<file path="config.mk">
export PLATFORM = sky130hd
export DESIGN_NAME = stream_mux
export DESIGN_NICKNAME = d
export VERILOG_FILES = /design/src/rtl/stream_mux_pkg.sv /design/src/rtl/stream_mux_rr_arbiter.sv /design/src/rtl/stream_mux.sv
export SDC_FILE = /design/constraint.sdc
export NUM_CORES = 1
export LEC_CHECK = 0
export CORE_MARGIN = 2
export CORE_UTILIZATION = 33
export CTS_CLUSTER_DIAMETER = 100
export DETAILED_ROUTE_END_ITERATION = 12
export PLACE_DENSITY = 0.69
export SYNTH_ARGS = -nofsm -noshare
export SYNTH_HDL_FRONTEND = slang
export SYNTH_SLANG_ARGS = --single-unit
</file>
<file path="constraint.sdc">
create_clock -name clk -period 2.6 [get_ports clk]
set_input_delay 0.39 -clock clk [delete_from_list [all_inputs] [get_ports clk]]
set_output_delay 0.39 -clock clk [all_outputs]
set_load 0.02 [all_outputs]
</file>
<file path="src/rtl/stream_mux_pkg.sv">
// Shared types and helpers for the stream multiplexer and its arbiter.
package stream_mux_pkg;

    typedef enum logic {
        PRIO_RR    = 1'b0,
        PRIO_FIXED = 1'b1
    } prio_mode_e;

    // Index width that stays at least one bit wide for tiny channel counts.
    function automatic int clog2_min1(input int n);
        return (n <= 2) ? 1 : $clog2(n);
    endfunction

endpackage

</file>
<file path="src/rtl/stream_mux_rr_arbiter.sv">
// Combinational one-hot arbiter: round-robin from ptr, or lowest-index-wins when fixed.
module rr_arbiter
    import stream_mux_pkg::*;
#(
    parameter int N = 4,
    localparam int PW = clog2_min1(N)
) (
    input  logic [N-1:0]  req,
    input  logic [PW-1:0] ptr,
    input  logic          fixed,
    output logic [N-1:0]  grant,
    output logic [PW-1:0] idx
);

    logic [PW-1:0]  start;
    logic [2*N-1:0] req2;
    logic [2*N-1:0] mask;
    logic [2*N-1:0] masked;
    logic           found;

    assign start = fixed ? '0 : ptr;

    // Doubling the request vector lets a single lowest-bit scan handle the wrap.
    always_comb begin
        req2   = {req, req};
        mask   = '0;
        grant  = '0;
        idx    = '0;
        found  = 1'b0;
        for (int i = 0; i < 2 * N; i++) begin
            mask[i] = (i >= int'(start));
        end
        masked = req2 & mask;
        for (int i = 0; i < 2 * N; i++) begin
            if (!found && masked[i]) begin
                found        = 1'b1;
                grant[i % N] = 1'b1;
                idx          = PW'(i % N);
            end
        end
    end

endmodule

</file>
<file path="src/rtl/stream_mux.sv">
// N_CH-to-1 registered stream multiplexer with valid/ready handshakes and
// round-robin or fixed-priority arbitration.
module stream_mux
    import stream_mux_pkg::*;
#(
    parameter int N_CH  = 4,
    parameter int WIDTH = 8,
    localparam int CH_W = clog2_min1(N_CH)
) (
    input  logic                    clk,
    input  logic                    rst,
    input  logic [N_CH-1:0]         in_valid,
    input  logic [N_CH*WIDTH-1:0]   in_data,
    output logic [N_CH-1:0]         in_ready,
    input  logic                    prio_mode,
    output logic                    out_valid,
    output logic [WIDTH-1:0]        out_data,
    output logic [CH_W-1:0]         out_ch,
    input  logic                    out_ready
);

    logic              out_valid_q, out_valid_d;
    logic [WIDTH-1:0]  out_data_q,  out_data_d;
    logic [CH_W-1:0]   out_ch_q,    out_ch_d;
    logic [CH_W-1:0]   ptr_q,       ptr_d;

    logic [N_CH-1:0]   grant;
    logic [CH_W-1:0]   grant_idx;
    logic              load_en;
    logic              any_req;
    logic              fixed;

    assign fixed   = (prio_mode_e'(prio_mode) == PRIO_FIXED);
    assign load_en = !out_valid_q || out_ready;
    assign any_req = |in_valid;

    rr_arbiter #(
        .N (N_CH)
    ) u_arb (
        .req   (in_valid),
        .ptr   (ptr_q),
        .fixed (fixed),
        .grant (grant),
        .idx   (grant_idx)
    );

    // Nothing is handed out while in reset, so a held request is not lost.
    assign in_ready = (load_en && !rst) ? grant : '0;

    always_comb begin
        out_valid_d = out_valid_q;
        out_data_d  = out_data_q;
        out_ch_d    = out_ch_q;
        ptr_d       = ptr_q;
        if (load_en) begin
            if (any_req) begin
                out_valid_d = 1'b1;
                out_data_d  = in_data[grant_idx*WIDTH +: WIDTH];
                out_ch_d    = grant_idx;
                ptr_d       = (grant_idx == CH_W'(N_CH - 1)) ? '0 : grant_idx + CH_W'(1);
            end else begin
                out_valid_d = 1'b0;
            end
        end
    end

    always_ff @(posedge clk) begin
        if (rst) begin
            out_valid_q <= 1'b0;
            out_data_q  <= '0;
            out_ch_q    <= '0;
            ptr_q       <= '0;
        end else begin
            out_valid_q <= out_valid_d;
            out_data_q  <= out_data_d;
            out_ch_q    <= out_ch_d;
            ptr_q       <= ptr_d;
        end
    end

    assign out_valid = out_valid_q;
    assign out_data  = out_data_q;
    assign out_ch    = out_ch_q;

endmodule

</file>
## Word-level counts from Yosys, hierarchy flattened

Cells that the tools add are included.

| word-level totals | value |
|---|---|
| flip-flop bits (word level) | 13 |
| output and inout bits | 15 |
| bits of input ports | 40 |
| word-level logic and storage cells | 56 |

| cells by class | value |
|---|---|
| shift operators | 1 |
| muxes and demuxes | 25 |
| bitwise gates (word level) | 1 |
| order comparisons | 3 |
| reduce and logical (&&, ||, !) cells | 20 |
| $add $sub $neg | 1 |
| equality and inequality tests | 1 |

Operator list:

| cell | count |
|---|---|
| $shiftx A32 B6 Y8 | 1 |
| $mux W1 | 16 |
| $mux W2 | 8 |
| $logic_not A1 Y1 | 9 |
| $and A8 B8 Y8 | 1 |
| $logic_and A1 B1 Y1 | 8 |
| $ge A1 B2 Y1 const A | 2 |
| $mux W4 | 1 |
| $reduce_or A4 Y1 | 1 |
| $add A2 B1 Y2 const B | 1 |
| $eq A2 B2 Y1 const B | 1 |
| $ge A2 B2 Y1 const A | 1 |
| $reduce_and A2 Y1 | 1 |
| $logic_or A1 B1 Y1 | 1 |

## Depth between registers and ports, before layout

| logic depth | value |
|---|---|
| word-level depth | 27 |
| mapped depth | 8 |
| gate-level depth less buffers | 5 |

## Modules after synthesis

Synthesis repeated with hierarchy kept, for this count alone.

| unflattened totals | value |
|---|---|
| cells, all modules | 102 |
| area, all modules | 952.2 um^2 |

Modules (own cells, without submodules):

| module | times used | area each (um^2) | cells an instance | sequential area each (um^2) |
|---|---|---|---|---|
| stream_mux | 1 | 765.7 | 75 | 260.2 |
| rr_arbiter | 1 | 186.4 | 27 | 0.0 |

## Worst setup path before layout

Ideal clock, no wire load.

| timing path | value |
|---|---|
| path type | input to register |
| start point | in in_valid[2] |
| end point | reg out_data_q[1] (netlist: out_data[1]) |
| path slack | 0.568 ns |
| required time | 2.488 ns |
| arrival | 1.920 ns |
| cell stages on the path | 8 |
| library setup time | 0.112 ns |
| path through | buf_2 -> and4bb_1 -> a21o_4 -> a211o_1 -> buf_6 -> buf_12 -> mux2i_1 -> a2111oi_1 |

| between the ends | value |
|---|---|
| word-level cells in the longest chain between the ends | 19 |
| elaborated cells on any way between the ends | 26 |
| classes of those cells | shift: 1; mux: 11; bitwise: 1; reduce/logical: 13 |

RTL lines:

| element | RTL line | source |
|---|---|---|
| start, declared | stream_mux.sv:12 | `input logic [N_CH-1:0] in_valid,` |
| $and A8 B8 Y8 | stream_mux_rr_arbiter.sv:33 | `masked = req2 & mask;` |
| $logic_and A1 B1 Y1 | stream_mux_rr_arbiter.sv:35 | `if (!found && masked[i]) begin` |
| $mux W1 | stream_mux_rr_arbiter.sv:35 |  |
| $logic_not A1 Y1 | stream_mux_rr_arbiter.sv:35 |  |
| $logic_and A1 B1 Y1 | stream_mux_rr_arbiter.sv:35 |  |
| $mux W1 | stream_mux_rr_arbiter.sv:35 |  |
| $logic_not A1 Y1 | stream_mux_rr_arbiter.sv:35 |  |
| $logic_and A1 B1 Y1 | stream_mux_rr_arbiter.sv:35 |  |
| [... 3 more ...] | n/a |  |
| $mux W1 | stream_mux_rr_arbiter.sv:35 |  |
| $logic_not A1 Y1 | stream_mux_rr_arbiter.sv:35 |  |
| $logic_and A1 B1 Y1 | stream_mux_rr_arbiter.sv:35 |  |
| $mux W1 | stream_mux_rr_arbiter.sv:35 |  |
| $logic_not A1 Y1 | stream_mux_rr_arbiter.sv:35 |  |
| $logic_and A1 B1 Y1 | stream_mux_rr_arbiter.sv:35 |  |
| $mux W2 | stream_mux_rr_arbiter.sv:35 |  |
| $shiftx A32 B6 Y8 | stream_mux.sv:58 | `out_data_d = in_data[grant_idx*WIDTH +: WIDTH];` |
| end signal, assigned | stream_mux.sv:75 | `out_data_q <= out_data_d;` |
| end, declared | stream_mux.sv:23 | `logic [WIDTH-1:0] out_data_q, out_data_d;` |

Several ways; a longest one is shown, not always the timed one.
A chain may end at the register's enable or synchronous reset.

## Final worst setup path

| timing path | value |
|---|---|
| start point | in in_valid[1] |
| end point | out in_ready[0] |

| between the ends | value |
|---|---|
| word-level cells in the longest chain between the ends | 13 |

RTL lines:

| element | RTL line | source |
|---|---|---|
| $and A8 B8 Y8 (*) | stream_mux_rr_arbiter.sv:33 |  |
| $logic_and A1 B1 Y1 (*) | stream_mux_rr_arbiter.sv:35 |  |
| $mux W1 (*) | stream_mux_rr_arbiter.sv:35 |  |
| $logic_not A1 Y1 | stream_mux_rr_arbiter.sv:35 |  |
| $logic_and A1 B1 Y1 | stream_mux_rr_arbiter.sv:35 |  |
| $mux W1 (*) | stream_mux_rr_arbiter.sv:35 |  |
| $logic_not A1 Y1 | stream_mux_rr_arbiter.sv:35 |  |
| $logic_and A1 B1 Y1 | stream_mux_rr_arbiter.sv:35 |  |
| $mux W1 (*) | stream_mux_rr_arbiter.sv:35 |  |
| $logic_not A1 Y1 (*) | stream_mux_rr_arbiter.sv:35 |  |
| $logic_and A1 B1 Y1 (*) | stream_mux_rr_arbiter.sv:35 |  |
| $mux W1 (*) | stream_mux_rr_arbiter.sv:35 |  |
| $mux W4 (*) | stream_mux.sv:48 | `assign in_ready = (load_en && !rst) ? grant : '0;` |
| end, declared | stream_mux.sv:14 | `output logic [N_CH-1:0] in_ready,` |

Mark *: on every way between the ends. The rest lies on a longest branch, timed or not.

==> results.cfg <==
[sta]
min_period_ps = 2360
slew_headroom_pct = 68.1
skew_ps = 4.60
drv_slew = 0
rsz0062_at_grt = false
hold_viol = 0
max_freq_mhz = 423
fin_ws_ps = 236
period_share_pct = 90.9
setup_viol = 0
worst_pin_slew_ps = 466

[synthesis]
ys_warn_count = 0
synth_edf_count = 0
synth_top_family_by_area = compound AO/OA/AOI/OAI gates
yosysSeqAreaShare_pct = 24.4
yosys.area_share.simple_pct = 20.4
syn_area_um2 = 1070
synthAdderAreaFrac_pct = 0
synthArstFlopShare_pct = 0
netlist_instances = 124
syn-num-nets = 164
synth-compound-area-share_pct = 35.2
synth_seq_cells = 13
synth_xor_area_share_pct = 0
synthMuxAreaShare_pct = 7.51
ys_types = 38
syn_avg_cell_area_um2 = 8.60
synth-main-ff-cell = dfxtp_1

[power]
power_density_nw_per_um2 = 394
leakagePower_nw = 0.737
peakVddDrop_mv = 0.200
internal_power_uw = 450
clkPwrFrac_pct = 18.9
combPwrFrac_pct = 45.8
power_frac_seq_pct = 35.3
p_sw_share_pct = 33.5
switchingPower_uw = 227

[critical_path]
cpPeakStageDelay_ps = 560
cp-end-kind = output port
crit_chain = clkdlybuf4s50_1, o21bai_1, a21oi_1, o32ai_1, a211oi_1, nor2_1, dlygate4sd2_1
r2r_slack_ps = 480
cp-start-kind = input pin
cp_data_arrival_time_ps = 1970
r2r_end = out_data[1]$_SDFFE_PP0P_
path_class = input pin to output port
rr_worst_depth = 5
required_ps = 2210
cp_max_fo = 4
cp_slowest_cell = clkdlybuf4s50_1
r2r_start = ptr_q[1]$_SDFFE_PP0P_

[floorplan]
die-area_um2 = 3700
std_cell_rows = 20
die_h_um = 60.8
die_w_um = 60.8
core_area_um2 = 3050
start_util_pct = 34.9
pin_count = 55

[detailed_routing]
drtIter0Drc = 28
drc = 0
ant_nets = 0
wire_per_inst_um = 14.1
wirelength_mm = 3.30
vias_per_cell = 5.26
vias = 1232
dr.pass1.iters = 4

[clock_network]
cts_buffers = 3
root_buffer = clkbuf_4
hold_buffers = 0
clk_pin_slew_ps = 80
clkLatencyLatePin_ps = 270
htree_levels = 1
clk_path_buf_depth = 2
postCtsSetupRepairBufs = 0
cts_tree = yes
cts_sinks = 13

[global_route]
grt_util_all_layers_pct = 18.1
grt_antenna_before_repair = 0
grt_max_degree = 13
grt-ovfl-total = 0
grt_pass1_wl_mm = 4.98
first_global_vias = 1198

[placed_design]
dp_slack_ps = -38.5
hpwl_mm = 2.58
gp_congestion = 0.861
io_buffers = 54
dpl_cell_area_um2 = 1690
dp_cells = 230

[final_layout]
design_area_um2 = 1720
final_cells = 234
n_antenna_cell = 0
final_cell_mix = 50 x clkdlybuf4s50_1, 20 x nor2_1, 16 x a2111oi_0, 16 x buf_4, 13 x dfxtp_1
layout_commonest_cell = clkdlybuf4s50_1
area_delta_synth_final_pct = 61.4
fin_nets = 231
final_layout_size_suffix_gt1_share_pct = 16.3

[worst_hold_path]
worst_hold_path.endpoint = out_data[5]$_SDFFE_PP0P_
hold_depth = 2
worstHoldStart = out_data[5]$_SDFFE_PP0P_
hold_path_class = flip-flop to flip-flop

[status]
outcome = completed

[job]
maxCapViolCount = 0
==> power by group through the flow <==
stage	Clock, mW	Combinational (mW)	Sequential [mW]
6_report	0.128	0.310	0.239
5_1_grt	0.143	0.334	0.243
4_1_cts	0.133	0.311	0.240
3_5_place_dp	0	0.310	0.244
3_3_place_gp	0	0.303	0.242
2_1_floorplan	0	0.149	0.265
==> synth_stat cells, types with 2 or more instances <==
library cell  count  area [um2]
a2111oi_0        16         140
a2111oi_1         2        20.0
a211oi_1          3        22.5
a211oi_2          3        37.5
a21o_2            2        17.5
a21o_4            2        30.0
a21oi_1           5        25.0
buf_6             3        33.8
dfxtp_1          13         260
inv_1            10        37.5
mux2i_1           8        80.1
nand2_1           3        11.3
nand2b_1          4        25.0
nor2_1           20        75.1
nor2b_1           3        18.8
o22ai_1           3        18.8
or3_1             3        18.8
==> state kept, by name, summed over array words and instances, names as in the netlist <==
name       count
out_data       8
out_ch         2
ptr_q          2
out_valid      1
==> how the worst max path moves through the flow <==
stage                     cells past startpoint        start  slack [ps]                       end
after floorplan                               8  in_valid[2]         570  out_data[1]$_SDFFE_PP0P_
after global placement                        6    prio_mode          -7  out_data[6]$_SDFFE_PP0P_
after detailed placement                      8  in_valid[2]         -40               in_ready[1]
after CTS                                     6    prio_mode          20               in_ready[2]
after global routing                          6    prio_mode          50  out_data[7]$_SDFFE_PP0P_
final                                         7  in_valid[1]         240               in_ready[0]
==> cell type report <==
class / instances / area (um2)
timing repair buffer: 70 / 663
fill: 303 / 1330
clock buffer: 4 / 26.3
inverter: 10 / 37.5
multi-input combinational: 93 / 678
sequential: 13 / 260
tap: 44 / 55.1
==> through the flow <==
step           hold WS (ps)  power, mW  utilization, %  setup TNS [ps]
5_1_grt                 547      0.720            56.4               0
4_1_cts                 515      0.684            56.2               0
2_1_floorplan           513      0.413               -               0
6_report                509      0.677            56.4               0
3_5_place_dp            502      0.554            55.2            -123
3_3_place_gp            480      0.546            55.2           -12.8
==> critical path, delay by kind of cell <==
family | cells | cell delay (ps)
buffers and inverters | 2 | 880
AOI/OAI and AO/OA | 4 | 620
and+or+nand+nor | 1 | 70
==> logic make-up after synthesis <==
logic type / count (synthesis)
flops: 13
buf+inv: 18
simple gates: 41
compound gates: 44
mux: 8
==> routing by layer <==
layer  vias to the layer above  part of all wire (%)  global-route usage [%]
met3                         6                   4.6                    1.92
met1                       585                    43                    22.6
met5                         -                     0                       0
met4                         0                   1.8                    9.01
li1                        606                     -                       -
met2                        35                    51                    30.7
==> what timing repair did <==
item	in CTS	in global routing
gates resized for setup	3	2
endpoints found under the setup margin	3	2
pin swaps	0	0
(Power assumes the default switching activity.)
